## src/rtl/branch_ex.sv

```systemverilog
`default_nettype none
// ----------------------------------------------------------------------------
// branch_ex: branch/jump execute stage; resolves target, writes link, redirects
// fetch via valid/ack and holds a flush window. Rev 1.0
// ----------------------------------------------------------------------------
module branch_ex #(
  parameter int unsigned FLUSH_CYCLES = 2
) (
  input  logic        clk,
  input  logic        rst,
  input  logic        stall,
  input  logic        is_nop_in,
  input  logic        is_jmp_in,
  input  logic        is_imm_type_in,
  input  logic        zero_ext_in,
  input  logic [1:0]  op_in,
  input  logic [4:0]  rs1_in,
  input  logic [4:0]  rs2_in,
  input  logic [4:0]  rd_in,
  input  logic [21:0] imm_in,
  input  logic [31:0] pc_in,
  input  logic [31:0] rs1_val,
  input  logic [31:0] rs2_val,
  input  logic        redirect_ack,
  output logic        redirect_valid,
  output logic [31:0] redirect_pc,
  output logic        flush,
  output logic        busy,
  output logic        wb_en,
  output logic [4:0]  wb_rd,
  output logic [31:0] wb_data
);

  localparam int unsigned CW = (FLUSH_CYCLES < 2) ? 1 : $clog2(FLUSH_CYCLES + 1);
  localparam logic [CW-1:0] C_FLUSH = CW'(FLUSH_CYCLES);
  localparam logic [CW-1:0] C_ONE   = CW'(1);

  typedef enum logic [1:0] {
    S_IDLE     = 2'd0,
    S_REDIRECT = 2'd1,
    S_FLUSH    = 2'd2
  } state_t;

  state_t        state_q, state_d;
  logic [CW-1:0] cnt_q, cnt_d;
  logic [31:0]   rpc_q, rpc_d;
  logic          wb_en_q, wb_en_d;
  logic [4:0]    wb_rd_q, wb_rd_d;
  logic [31:0]   wb_data_q, wb_data_d;

  logic [31:0] w_ext;
  logic [31:0] w_off;
  logic [31:0] w_cmp_b;
  logic [31:0] w_target;
  logic        w_cond;
  logic        w_taken;
  logic        w_accept;
  logic        w_unused;

  assign w_ext    = zero_ext_in ? {10'b0, imm_in} : {{10{imm_in[21]}}, imm_in};
  assign w_off    = {w_ext[29:0], 2'b00};
  assign w_cmp_b  = is_imm_type_in ? w_ext : rs2_val;
  assign w_accept = (state_q == S_IDLE) && !stall && !is_nop_in;
  assign w_taken  = is_jmp_in | w_cond;
  // Register-indirect jumps are word-aligned by clearing the low two bits.
  assign w_target = (is_jmp_in && !is_imm_type_in) ? ((rs1_val + w_ext) & ~32'h3)
                                                   : (pc_in + w_off);
  assign w_unused = ^{rs1_in, rs2_in, w_ext[31:30]};

  always_comb begin
    w_cond = 1'b0;
    case (op_in)
      2'b00:   w_cond = (rs1_val == w_cmp_b);
      2'b01:   w_cond = (rs1_val != w_cmp_b);
      2'b10:   w_cond = ($signed(rs1_val) <  $signed(w_cmp_b));
      default: w_cond = ($signed(rs1_val) >= $signed(w_cmp_b));
    endcase
  end

  always_ff @(posedge clk) begin
    if (rst) begin
      state_q   <= S_IDLE;
      cnt_q     <= '0;
      rpc_q     <= '0;
      wb_en_q   <= 1'b0;
      wb_rd_q   <= '0;
      wb_data_q <= '0;
    end else begin
      state_q   <= state_d;
      cnt_q     <= cnt_d;
      rpc_q     <= rpc_d;
      wb_en_q   <= wb_en_d;
      wb_rd_q   <= wb_rd_d;
      wb_data_q <= wb_data_d;
    end
  end

  always_comb begin
    state_d   = state_q;
    cnt_d     = cnt_q;
    rpc_d     = rpc_q;
    wb_en_d   = 1'b0;
    wb_rd_d   = wb_rd_q;
    wb_data_d = wb_data_q;

    if (w_accept && is_jmp_in && (rd_in != 5'd0)) begin
      wb_en_d   = 1'b1;
      wb_rd_d   = rd_in;
      wb_data_d = pc_in + 32'd4;
    end

    case (state_q)
      S_IDLE: begin
        if (w_accept && w_taken) begin
          state_d = S_REDIRECT;
          rpc_d   = w_target;
        end
      end
      S_REDIRECT: begin
        if (redirect_ack) begin
          if (FLUSH_CYCLES != 0) begin
            state_d = S_FLUSH;
            cnt_d   = C_FLUSH;
          end else begin
            state_d = S_IDLE;
          end
        end
      end
      S_FLUSH: begin
        cnt_d = cnt_q - C_ONE;
        if (cnt_q == C_ONE) begin
          state_d = S_IDLE;
        end
      end
      default: state_d = S_IDLE;
    endcase
  end

  assign redirect_valid = (state_q == S_REDIRECT);
  assign flush          = (state_q != S_IDLE);
  assign busy           = (state_q != S_IDLE);
  assign redirect_pc    = rpc_q;
  assign wb_en          = wb_en_q;
  assign wb_rd          = wb_rd_q;
  assign wb_data        = wb_data_q;

endmodule
`default_nettype wire
```

## config.mk

```make
export PLATFORM = sky130hd
export DESIGN_NAME = branch_ex
export DESIGN_NICKNAME = d
export VERILOG_FILES = /design/src/rtl/branch_ex.sv
export SDC_FILE = /design/constraint.sdc
export NUM_CORES = 1
export LEC_CHECK = 0
export ABC_CLOCK_PERIOD_IN_PS = 4600
export CAP_MARGIN = 20
export CORE_UTILIZATION = 35
export CTS_CLUSTER_DIAMETER = 150
export DETAILED_ROUTE_END_ITERATION = 6
export HOLD_SLACK_MARGIN = 0.08
export SLEW_MARGIN = 25
export SYNTH_ARGS = -nofsm -noshare
export SYNTH_HDL_FRONTEND = slang
export SYNTH_SLANG_ARGS = --single-unit
```

## constraint.sdc

```tcl
create_clock -name clk -period 4.6 [get_ports clk]
set_input_delay 0.92 -clock clk [delete_from_list [all_inputs] [get_ports clk]]
set_output_delay 0.92 -clock clk [all_outputs]
set_load 0.02 [all_outputs]
```

# Word-level counts from Yosys, hierarchy flattened
# Cells that the tools add are included.
# totals
in_bits	143
out_inout_bits	73
word_cells	50
register_bits	74
# op_classes
n_lt_le_gt_ge	2
n_eq_ne	10
n_addsub	4
bitwise_logic	1
reduce_logical	17
n_mux	10
# ops
op	n
$mux W32	3
$add A32 B32 Y32	2
$add A32 B3 Y32 const B	1
$eq A32 B32 Y1	1
$ge A32 B32 Y1	1
$lt A32 B32 Y1	1
$ne A32 B32 Y1	1
$eq A2 B1 Y1 const B	3
$logic_and A1 B1 Y1	6
$mux W2	3
$pmux W2 S3	1
$reduce_bool A5 Y1	1
$eq A2 B2 Y1 const B	2
$logic_not A2 Y1	2
$ne A2 B2 Y1 const B	2
$pmux W2 S2	1
$reduce_and A2 Y1	2
$reduce_bool A2 Y1	2
$logic_not A1 Y1	3
$pmux W1 S3	1
$reduce_and A3 Y1	1
$ne A2 B1 Y1 const B	1
$sub A2 B1 Y2 const B	1
$mux W1	1
$or A1 B1 Y1	1

# Longest topological paths before layout
# logic_depth
depth_word	8
ltp_mapped	17
ltp_nobuf	13

# Worst setup path after synthesis
# Ideal clock, no wire load.
# synth_timing
path_kind	input to register
start	input port imm_in[21]
end	register rpc_q[10], in the netlist redirect_pc[10]
path_buffers	4
slack_ns	0.036
setup_ns	0.080
t_arrival_ns	4.484
stages	17
t_required_ns	4.520
cell_sequence	nor2b_1 > and2_1 > clkbuf_1 > a21oi_1 > ha_1 > buf_4 > nand4_2 > or4_4 > nand2b_4 > xnor2_2 > o21ai_2 > o31ai_4 > o21a_2 > buf_6 > buf_6 > nor2_1 > a211oi_2
# synth_between
elab_chain_cells	7
elab_cells_between_ends	10
cone_classes	2 x order compare; 2 x eq/ne; 3 x mux; 1 x bitwise; 2 x reduce/logical
# synth_rtl
element	line_no	source
start, declared	20	input logic [21:0] imm_in,
$mux W32 (*)	60	assign w_ext = zero_ext_in ? {10'b0, imm_in} : {{10{imm_in[21]}}, imm_in};
$mux W32 (*)	62	assign w_cmp_b = is_imm_type_in ? w_ext : rs2_val;
$ge A32 B32 Y1 (tied with other cells)	76	default: w_cond = ($signed(rs1_val) >= $signed(w_cmp_b));
$pmux W1 S3 (*)	72	case (op_in)
$or A1 B1 Y1 (*)	64	assign w_taken = is_jmp_in | w_cond;
$logic_and A1 B1 Y1 (*)	114	if (w_accept && w_taken) begin
$reduce_and A2 Y1 (no source line) (*)	-	
end signal, assigned	91	rpc_q <= rpc_d;
end, declared	46	logic [31:0] rpc_q, rpc_d;
# Every way passes the cells marked *; elsewhere a longest branch is shown, timed or not.
# A chain may end at the register's enable or synchronous reset.

# Worst setup path after layout
# layout_timing
start	input port is_imm_type_in
end	register rpc_q[3], in the netlist redirect_pc[3]
# layout_between
elab_chain_cells	6
elab_cells_between_ends	12
cone_classes	2 x order compare; 2 x eq/ne; 3 x mux; 1 x bitwise; 4 x reduce/logical
# layout_rtl
element	line_no	source
start, declared	14	input logic is_imm_type_in,
$mux W32	62	
$ge A32 B32 Y1 (tied with other cells)	76	
$pmux W1 S3	72	
$or A1 B1 Y1	64	
$logic_and A1 B1 Y1	114	
$reduce_and A2 Y1 (no source line)	-	
# Parallel ways exist; a longest one is shown, timed or not.

==> reports/qor.txt <==
GPL Wtd Cong: 0.897
Slowest cell on crit path: or4_4
Post-route setup slack: 0.297 ns
Max-cap violations: 0
End of the critical path: redirect_pc[3]$_SDFFE_PP0P_
Yosys warning total: 0
TritonRoute pass-1 iters: 4
Critical Path Start: is_imm_type_in
Number of fill cells: 2051
Mean Syn Cell Area: 7.86 µm²
Crit-path max cell delay: 0.57 ns
Flops & latches, synth: 74
Root Buffer: clkbuf_16
Final period util: 93.6%
Sequential share of power: 27.6%
CP arrival: 4.55 ns
Detailed-route via count: 7648
Critical-path cell list: clkdlybuf4s50_1 -> buf_4 -> inv_1 -> a21oi_1 -> ha_1 -> nand4_1 -> or4_4 -> nand2b_4 -> xnor2_2 -> o21ai_2 -> o31ai_4 -> o21a_2 -> buf_12 -> nor2_1 -> a211oi_1
Crit path launch type: input pin
Min-Delay Path Class: register to register
Seq. cell area: 1480 µm²
Sequential area share after synthesis: 20.0%
Sw Ratio: 34.2%
Area of the core: 20500 µm²
Site row count: 52
Post-route minimum period: 4.30 ns
Cell area power density: 258 nW/µm²
H-tree Lvls: 3
Mapped Area: 7420 µm²
Initial antenna violation count: 0
Drt via density: 5.39
Primary FF master, synth: dfxtp_1
Die H: 148 µm
Post-Route WL: 23500 µm
Pre-CTS setup slack: -0.0703 ns
Largest fanout on the critical path: 38
Post-CTS Resized: 0
Top cells by area, synth: dfxtp_1 20%, ha_1 16%, a21oi_1 6.3%
Post-DR wirelength/cell: 16.6 µm
Max Freq: 232 MHz
Net Count, Synth: 1181
Comb pwr share: 40.9%
Initial Utilization: 36.2%
Unrepaired setup endpoints after global routing: no
Worst setup EP type: register
Setup Skew: 0.00565 ns
Largest net degree at the start of global routing: 40
Sinks on Clock Net: 74
Sw power: 895 µW
Synthesized instance count: 944
Area Growth Syn to Fin: 36.9%
Die width: 148 µm
Clock buffer depth: 2
Leakage: 0.00411 µW
Wire length of the first global-routing pass: 37500 µm
Synth area leader: dfxtp_1
Area of the multi-input gates: 5670 µm²
Overflow after GRT: 0
Worst-Margin Slew: 0.847 ns
DRC: 0
Setup Fix Bufs, Post-CTS: 0
DPL Wire Length: 19400 µm
Util after Layout: 49.6%
Initial DRC count: 284
Internal: 1730 µW
CTS tree: yes
Post-synth EDFFs: 0
Worst r2r src: state_q[1]$_SDFFE_PP0P_
Clk network pwr share: 31.5%
Final slew viol count: 0
Fraction of layout cells with a size suffix above 1: 6.18%
Max VDD drop: 176 µV
Family with the most delay on the worst path: buffers and inverters
Tot Pwr: 2620 µW
Critical path required time: 4.85 ns
Clk slew on worst S/H paths: 0.06 ns
Via count of the first global-routing pass: 7123
Crit path kind: input pin to register
Reg2Reg Setup Slack: 2.21 ns
Clock buffer count from CTS: 9
Distinct cells, synth: 75
Synth async-reset ratio: 0%
Total inserted antenna cells: 0
CP Depth: 15
Detail Route Antenna Nets: 0
Setup total negative slack: 0 ns
Post-synth top area share: 20.0%
Relative slew slack: 43.6%
Io pins: 216
Setup-failing EPs final: 0
RR Endpoint: wb_data[15]$_SDFFE_PP0P_
Register-to-Register Path Depth: 8
Nets@finish: 1380
Area of the die: 21800 µm²
Status: finished clean
IO Port Bufs: 205
Total track usage: 21.6%
Insertion delay to the later sink of the worst-skew pair: 0.34 ns
Synth top cells by count: 93 x a21oi_1, 93 x ha_1, 84 x nor2_1, 80 x nand2_1, 74 x dfxtp_1
Hold buffer count at cts: 0
Final hold vios: 0
Worst Path Buf+Inv: 4
[flip-flops by register name (all words and copies together), names as in the netlist]
signal	cells
cnt_q	2
redirect_pc	32
state_q	2
wb_data	32
wb_en	1
wb_rd	5
[logic make-up (layout without fill, tap and decap cells)]
group	after synthesis	after routing	share of synthesized area (%)
adder cells (fa/ha/maj)	94	94	16.0
XOR/XNOR	69	69	8.25
AND/OR/NAND/NOR	297	297	19.6
multiplexers	23	23	3.12
AO/OA/AOI/OAI	322	322	29.3
flip-flops	74	74	20.0
buffers and inverters	65	269	3.78
[routing by layer]
metal / vias to the layer above / track usage, % / wire length (µm)
met5: - / 0 / 0
met4: 0 / 4.79 / 278
met3: 16 / 2.65 / 1280
met2: 216 / 33.8 / 9970
met1: 3469 / 31.5 / 12000
li1: 3947 / - / -
[metrics by stage]
stage,cell area (µm²),std cells,hold WS [ns]
finish,10200,1418,0.453
global route,10200,1418,0.469
CTS,10200,1418,0.454
detailed placement,9810,1402,0.446
global placement,9810,1402,0.441
floorplan,7420,944,0.482
[power groups by stage]
stage	Clock, µW	Combinational, µW	Sequential (µW)
after floorplan	0	598	794
after global placement	0	1060	736
after detailed placement	0	1060	737
after CTS	838	1070	723
after global routing	870	1180	730
final	826	1070	723
[worst min-delay path by stage]
| stage | start | to | cells past startpoint |
|---|---|---|---|
| final | redirect_pc[1]$_SDFFE_PP0P_ | redirect_pc[1]$_SDFFE_PP0P_ | 2 |
| after global routing | redirect_pc[23]$_SDFFE_PP0P_ | redirect_pc[23]$_SDFFE_PP0P_ | 2 |
| after CTS | redirect_pc[1]$_SDFFE_PP0P_ | redirect_pc[1]$_SDFFE_PP0P_ | 2 |
| after detailed placement | redirect_pc[1]$_SDFFE_PP0P_ | redirect_pc[1]$_SDFFE_PP0P_ | 2 |
| after global placement | redirect_pc[23]$_SDFFE_PP0P_ | redirect_pc[23]$_SDFFE_PP0P_ | 2 |
| after floorplan | cnt_q[0]$_SDFFE_PP0P_ | cnt_q[0]$_SDFFE_PP0P_ | 1 |
[cell usage in the layout, fill, tap and decap left out, drive strengths merged, types with 6 or more instances in the layout]
cell,n
o21ai,62
mux2i,22
and3,15
xor2,35
buf,25
a2111oi,8
and2,7
inv,25
nor2b,10
nand3,25
nor3,12
a21o,32
nand4,20
a211oi,47
nand2,80
dfxtp,74
a31oi,15
xnor2,34
a21oi,93
nand2b,13
o21a,11
clkbuf,10
nor2,84
ha,93
or2,6
clkdlybuf4s50,204
[worst reg2reg max path, cell delays in order (launching register included)]
cell      delay [ns]
dfxtp_1         0.33
or2_2           0.32
nor3_1          0.16
buf_4           0.19
nand2_1         0.23
nor2_4          0.43
buf_4           0.36
nor2_1          0.07
a311oi_1        0.22
[final cells by class]
| class | instances | share of cell area [%] |
|---|---|---|
| clock inverter | 6 | 1.12 |
| clock buffer | 10 | 2.25 |
| timing repair buffer | 229 | 22.0 |
| tap | 270 | 3.33 |
| multi-input combinational | 805 | 55.8 |
| sequential | 74 | 14.6 |
| inverter | 24 | 0.887 |
No activity file was read; power rests on OpenSTA's default activity.
